**src/rtl/multicycle_main_control.sv**
```systemverilog
// -----------------------------------------------------------------------------
// multicycle_main_control
//   Main control FSM for the multicycle MIPS datapath. Walks each instruction
//   through fetch/decode/execute/memory/write-back and drives every datapath
//   enable and mux select.
//
// Ports:
//   clk          system clock, rising edge
//   reset        synchronous, active-high reset
//   opcode       instr[31:26] from the instruction register
//   mem_ready    unified memory completes the current read/write this cycle
//   pcWrite      unconditional PC load
//   pcWriteCond  PC load if ALU zero
//   iorD         memory address select: 0 = PC, 1 = ALUOut
//   memRead      memory read request
//   memWrite     memory write request
//   irWrite      instruction register load
//   memToReg     write-back source: 1 = MDR
//   regDst       destination register: 1 = rd, 0 = rt
//   regWrite     register file write
//   aluSrcA      ALU A input: 0 = PC, 1 = regA
//   aluSrcB      ALU B input: 00 regB, 01 4, 10 sign-ext imm, 11 imm<<2
//   aluOp        to alu_control: 00 add, 01 subtract, 10 decode by funct
//   pcSource     PC source: 00 = ALU result, 01 = ALUOut
//   illegal_op   one-cycle pulse in DECODE on an unrecognised opcode
//   state        current state, for debug
// -----------------------------------------------------------------------------
module multicycle_main_control #(
  parameter logic [5:0] OP_RTYPE = 6'b000000,
  parameter logic [5:0] OP_LW    = 6'b100011,
  parameter logic [5:0] OP_SW    = 6'b101011,
  parameter logic [5:0] OP_BEQ   = 6'b000100,
  parameter logic [5:0] OP_ADDI  = 6'b001000
) (
  input  logic       clk,
  input  logic       reset,
  input  logic [5:0] opcode,
  input  logic       mem_ready,
  output logic       pcWrite,
  output logic       pcWriteCond,
  output logic       iorD,
  output logic       memRead,
  output logic       memWrite,
  output logic       irWrite,
  output logic       memToReg,
  output logic       regDst,
  output logic       regWrite,
  output logic       aluSrcA,
  output logic [1:0] aluSrcB,
  output logic [1:0] aluOp,
  output logic [1:0] pcSource,
  output logic       illegal_op,
  output logic [3:0] state
);

  typedef enum logic [3:0] {
    FETCH   = 4'd0,
    DECODE  = 4'd1,
    MEMADDR = 4'd2,
    MEMRD   = 4'd3,
    MEMWB   = 4'd4,
    MEMWR   = 4'd5,
    EXEC    = 4'd6,
    RWB     = 4'd7,
    BRANCH  = 4'd8,
    ADDIEX  = 4'd9,
    ADDIWB  = 4'd10
  } state_t;

  state_t state_reg;
  state_t state_next;

  // Decoded controls before the reset gating of the state-changing strobes.
  logic pc_write_raw;
  logic pc_write_cond_raw;
  logic mem_write_raw;
  logic ir_write_raw;
  logic reg_write_raw;
  logic illegal_raw;

  always_ff @(posedge clk) begin
    if (reset) begin
      state_reg <= FETCH;
    end else begin
      state_reg <= state_next;
    end
  end

  always_comb begin
    state_next        = FETCH;
    pc_write_raw      = 1'b0;
    pc_write_cond_raw = 1'b0;
    mem_write_raw     = 1'b0;
    ir_write_raw      = 1'b0;
    reg_write_raw     = 1'b0;
    illegal_raw       = 1'b0;
    iorD              = 1'b0;
    memRead           = 1'b0;
    memToReg          = 1'b0;
    regDst            = 1'b0;
    aluSrcA           = 1'b0;
    aluSrcB           = 2'b00;
    aluOp             = 2'b00;
    pcSource          = 2'b00;

    case (state_reg)
      FETCH: begin
        memRead      = 1'b1;
        aluSrcB      = 2'b01;
        // IR and PC load only on the cycle the read actually completes,
        // so a stalled fetch never advances the PC.
        ir_write_raw = mem_ready;
        pc_write_raw = mem_ready;
        state_next   = mem_ready ? DECODE : FETCH;
      end
      DECODE: begin
        // Branch target precompute: PC+4 + (imm<<2) into ALUOut.
        aluSrcB = 2'b11;
        if (opcode == OP_LW || opcode == OP_SW) begin
          state_next = MEMADDR;
        end else if (opcode == OP_RTYPE) begin
          state_next = EXEC;
        end else if (opcode == OP_BEQ) begin
          state_next = BRANCH;
        end else if (opcode == OP_ADDI) begin
          state_next = ADDIEX;
        end else begin
          illegal_raw = 1'b1;
          state_next  = FETCH;
        end
      end
      MEMADDR: begin
        aluSrcA = 1'b1;
        aluSrcB = 2'b10;
        if (opcode == OP_LW) begin
          state_next = MEMRD;
        end else if (opcode == OP_SW) begin
          state_next = MEMWR;
        end else begin
          // Opcode is not expected to change here; recover to a clean fetch.
          state_next = FETCH;
        end
      end
      MEMRD: begin
        memRead    = 1'b1;
        iorD       = 1'b1;
        state_next = mem_ready ? MEMWB : MEMRD;
      end
      MEMWB: begin
        reg_write_raw = 1'b1;
        memToReg      = 1'b1;
        state_next    = FETCH;
      end
      MEMWR: begin
        // Request and address held steady for every wait cycle.
        mem_write_raw = 1'b1;
        iorD          = 1'b1;
        state_next    = mem_ready ? FETCH : MEMWR;
      end
      EXEC: begin
        aluSrcA    = 1'b1;
        aluOp      = 2'b10;
        state_next = RWB;
      end
      RWB: begin
        reg_write_raw = 1'b1;
        regDst        = 1'b1;
        state_next    = FETCH;
      end
      BRANCH: begin
        aluSrcA           = 1'b1;
        aluOp             = 2'b01;
        pc_write_cond_raw = 1'b1;
        pcSource          = 2'b01;
        state_next        = FETCH;
      end
      ADDIEX: begin
        aluSrcA    = 1'b1;
        aluSrcB    = 2'b10;
        state_next = ADDIWB;
      end
      ADDIWB: begin
        reg_write_raw = 1'b1;
        state_next    = FETCH;
      end
      default: begin
        state_next = FETCH;
      end
    endcase
  end

  // Reset wins over anything in flight: no architectural state may change
  // while it is held, including a store that was still waiting on memory.
  assign pcWrite     = pc_write_raw      & ~reset;
  assign pcWriteCond = pc_write_cond_raw & ~reset;
  assign memWrite    = mem_write_raw     & ~reset;
  assign irWrite     = ir_write_raw      & ~reset;
  assign regWrite    = reg_write_raw     & ~reset;
  assign illegal_op  = illegal_raw       & ~reset;

  assign state = state_reg;

endmodule

```
**config.mk**
```make
export PLATFORM = sky130hd
export DESIGN_NAME = multicycle_main_control
export DESIGN_NICKNAME = d
export VERILOG_FILES = /design/src/rtl/multicycle_main_control.sv
export SDC_FILE = /design/constraint.sdc
export NUM_CORES = 1
export LEC_CHECK = 0
export CAP_MARGIN = 20
export CORE_MARGIN = 3
export CORE_UTILIZATION = 32
export CTS_CLUSTER_DIAMETER = 30
export CTS_CLUSTER_SIZE = 20
export DETAILED_ROUTE_END_ITERATION = 12
export GPL_TIMING_DRIVEN = 0
export PLACE_DENSITY = 0.73
export SYNTH_ARGS = -nofsm -noshare
export SYNTH_HDL_FRONTEND = slang
export SYNTH_SLANG_ARGS = --single-unit
```
**constraint.sdc**
```tcl
create_clock -name clk -period 1.4 [get_ports clk]
set_clock_uncertainty 0.2 [all_clocks]
set_input_delay 0.14 -clock clk [delete_from_list [all_inputs] [get_ports clk]]
set_output_delay 0.14 -clock clk [all_outputs]
set_load 0.02 [all_outputs]
```
==> flow_summary.yaml, run 1 <==
synth:
  syn-cell-area_um2: 503.0
  ys_types: 29
  yosys.area.top_type: "dfxtp_1"
  ys.warnings.count: 0
  synthCells: 81
  ys_seq_area_share_pct: 15.92
  synth_nets: 90
  synth_seq_cells: 4
  synth_area_leaders: "dfxtp_1 (16%), nor3_1 (10%), nor2_1 (7.5%)"
  synth_top_area_share_pct: 15.92
  synth_area_per_cell_um2: 6.210
global_route:
  antenna_found_initial: 0
  grt_max_degree: 11
outcome:
  stop_stage: "global routing"
  firstError: "[ERROR DPL-0033] detailed placement checks failed during check placement."
  status: "stopped before the end"
floorplanning:
  die_h_um: 45.65
  start_util_pct: 36.38
  die_width_um: 45.65
  io_pins: 30
  rows: 13
sta:
  worst_endpoint_kind: "output port"
  crit_endpoint: "pcWrite"
cts:
  cts_max_level: 1
  numCtsBuffers: 3
  cts_buffer_depth: 2
  cts_root_buf: "clkbuf_4"
  cts.sinks: 4
  hold_buffers: 0
placement:
  globalplace.congestion: 0.8559
  dpl.hpwl_mm: 1.230
  dp.cells: 124
  port_buffers: 28
logic make-up after synthesis:
logic type	count (synthesis)	share of synthesized area [%]
simple gates	45	47.51
other cells	1	0.7456
buf+inv	11	10.94
xor+xnor	2	3.483
compound gates	18	21.39
flops	4	15.92
cells in the mapped netlist:
cell type	number
o22ai_1	1
or2_0	1
o21ai_0	3
or3_1	2
o21bai_1	1
or4_1	1
xnor2_1	2
nor4bb_1	1
buf_4	3
nor3_1	10
dfxtp_1	4
a21o_1	1
buf_2	2
nor3b_1	1
a21oi_1	7
conb_1	1
clkbuf_1	5
or2_2	1
nor4_1	2
nor4_2	1
o22a_1	1
a31oi_1	3
nor2_1	10
o311ai_0	1
nand2_1	7
or4b_1	1
inv_1	1
nand2b_1	4
nand3_1	3
per-stage QoR:
stage / setup TNS, ns / utilization, % / hold WS (ns) / instance area (µm²) / worst slack [ns]
after floorplan: -1.957 / - / 0.01119 / 634.4 / -0.4307
after global placement: -10.74 / 67.51 / 0.5102 / 933.4 / -1.095
after detailed placement: -10.93 / 67.51 / 0.5061 / 933.4 / -1.091
after CTS: -7.625 / 88.78 / 0.2738 / 1227 / -0.6026
what timing repair did:
action / 4_1_cts
buffers inserted: 20
setup endpoints to repair: 24
gates resized for setup: 133
pin swaps: 13
==> run 2, diff against run 1 <==
- CORE_AREA: default -> 3 3 64 66
- CORE_MARGIN: 3 -> default
- CORE_UTILIZATION: 32 -> default
- CTS_CLUSTER_DIAMETER: 30 -> default
- CTS_CLUSTER_SIZE: 20 -> default
- DIE_AREA: default -> 0 0 67 69
- PLACE_DENSITY: 0.73 -> default
- PLACE_DENSITY_LB_ADDON: default -> 0.15
- clock period: 1.4 -> 1.8 ns (I/O delays scaled with it)
==> flow_summary.yaml, run 2 <==
outcome:
  status: "finished with violations"
  violations: "negative setup slack"
synth:
  synth_area_leaders: "dfxtp_1 (16%), nor3_1 (10%), nor2_1 (7.5%)"
  ys_types: 29
  synthArstFlopShare_pct: 0
  synth_area_per_cell_um2: 6.210
  ys_seq_area_share_pct: 15.92
  syn-cell-area_um2: 503.0
  synthCells: 81
  synth_flop_cell: "dfxtp_1"
  synth_nets: 90
  ys.warnings.count: 0
  synth_edf_count: 0
  synth_top_area_share_pct: 15.92
  yosys.area.top_type: "dfxtp_1"
  synthTopCellsByCount: "nor2_1 (10), nor3_1 (10), a21oi_1 (7), nand2_1 (7), clkbuf_1 (5)"
  synth_seq_cells: 4
floorplanning:
  die_area_um2: 4623
  rows: 22
  start_util_pct: 13.84
  core_area_um2: 3633
  io_pins: 30
  die_width_um: 67
  die_h_um: 69
detailed_routing:
  drc: 0
  wl_per_cell_um: 11.52
  drt_first_pass_iters: 4
  wl_mm: 1.913
  dr.first_iter.drc_count: 33
  final_antenna_net_count: 0
  vias: 708
  vias_per_cell: 4.265
global_route:
  grt_util_met2_pct: 12.77
  grt_max_degree: 11
  grt_pass1_vias: 685
  grt-ovfl-total: 0
  grt_use_total_pct: 8.499
  grt_first_pass_wirelength_mm: 3.118
  grt_use_met1_pct: 11.41
  antenna_found_initial: 0
  grt.busiest_layer: "met2"
  grt_util_met3_pct: 1.629
finish:
  fin_nets: 129
  drive_gt1_share_pct: 47.46
  num_antenna_cells: 0
  final_cells: 166
  largest_reg_flops: 4
  layout_common_cells: "buf_4 (12), nor2_1 (9), nor3_1 (8)"
  layout_commonest_cell: "buf_4"
  layout-area-overhead-vs-synth_pct: 103.2
  nFillCells: 425
pwr:
  peakVddDrop_mv: 0.1076
  leakage_uw: 0.0003808
  p_per_area_nw_per_um2: 396.9
critical_path:
  required_ns: 1.42
  worstSetupPathType: "reg -> out"
  start_kind: "register"
  path_max_fanout: 5
  worst_setup_path_end_kind: "primary output"
  cp.arrival_ns: 1.60
sta:
  hold_slack_ns: 0.2348
  post-route-min-period_ns: 1.980
  slew_violations: 0
  layout_worst_path_cycle_share_pct: 110.0
  fin_ws_ns: -0.1796
  hold_violations: 0
  setup_viol: 3
  max_freq_mhz: 505.1
  rsz0062_at_grt: "true"
run:
  cap_violations: 0
placement:
  globalplace.congestion: 0.7786
  dp.cells: 157
  port_buffers: 28
  dpl.hpwl_mm: 1.413
cts:
  cts.sinks: 4
  clock_latency_ns: 0.22
  clkTransAtPathRegs_ns: 0.03
  cts_root_buf: "clkbuf_8"
  cts_max_level: 1
  cts_buffer_depth: 2
  hold_buffers: 0
  numCtsBuffers: 3
  cts_tree: "yes"
hold_path:
  hold_path_class: "in -> reg"
run 2: layout make-up:
cell class / count / area [µm²] / area share [%]
Buffer: 9 / 71.32 / 6.977
Clock buffer: 3 / 41.29 / 4.039
Sequential cell: 4 / 87.58 / 8.568
Timing Repair Buffer: 35 / 296.5 / 29.01
Tap cell: 48 / 60.06 / 5.875
Inverter: 1 / 3.754 / 0.3672
Multi-Input combinational cell: 66 / 461.7 / 45.17
run 2: per-layer routing:
| layer | part of all wire [%] | vias to the layer above |
|---|---|---|
| li1 | - | 366 |
| met1 | 46 | 310 |
| met2 | 43 | 30 |
| met3 | 9.4 | 2 |
| met4 | 1.1 | 0 |
| met5 | 0 | - |
run 2: final timing paths:
check | from | to | slack, ns | depth (start not counted)
setup / recovery | state[2] | pcWrite | -0.18 | 6
hold / removal | opcode[0] | state[0] | 0.23 | 4
setup reg to reg | state[2] | state[1] | 0.25 | 5
hold reg to reg | state[0] | state[3] | 0.46 | 3
run 2: critical path, cell delays in order, from the launching register on:
cell	delay, ns
dfxtp_2	0.33
or2_0	0.19
buf_4	0.16
or3_4	0.33
nor3_4	0.13
buf_4	0.13
buf_6	0.10
run 2: power by group:
| part | switching [µW] | total [µW] | internal (µW) | leakage, µW |
|---|---|---|---|---|
| registers | 3.38 | 93.3 | 90.0 | 0.0000346 |
| logic | 60.5 | 120 | 59.3 | 0.000325 |
| clock network | 49.7 | 193 | 143 | 0.0000216 |
| total | 114 | 406 | 292 | 0.000381 |
run 2: kinds of logic after synthesis:
logic type	share of synthesized area, %
AO/OA/AOI/OAI	21.39
XOR/XNOR	3.483
buffers and inverters	10.94
flip-flops	15.92
other	0.7456
AND/OR/NAND/NOR	47.51
run 2: metrics by stage:
step | setup slack, ns | instance area, µm² | total power, µW | setup TNS, ns | utilization, %
4_1_cts | -0.2053 | 980.9 | 397.8 | -0.7714 | 27.00
3_3_place_gp | -0.7310 | 885.9 | 203.5 | -6.186 | 24.38
6_report | -0.1796 | 1022 | 405.7 | -0.4617 | 28.13
5_1_grt | -0.2634 | 1022 | 426.5 | -0.7422 | 28.13
3_5_place_dp | -0.7245 | 885.9 | 203.4 | -6.305 | 24.38
2_1_floorplan | -0.05418 | 545.5 | 150.4 | -0.05418 | -
run 2: repair_timing:
item	in CTS	in global routing
setup buffers	1	6
gates resized for setup	88	20
gates cloned	0	0
pin swaps	1	0
endpoints found under the setup margin	16	11
No activity file was read; power rests on OpenSTA's default activity.
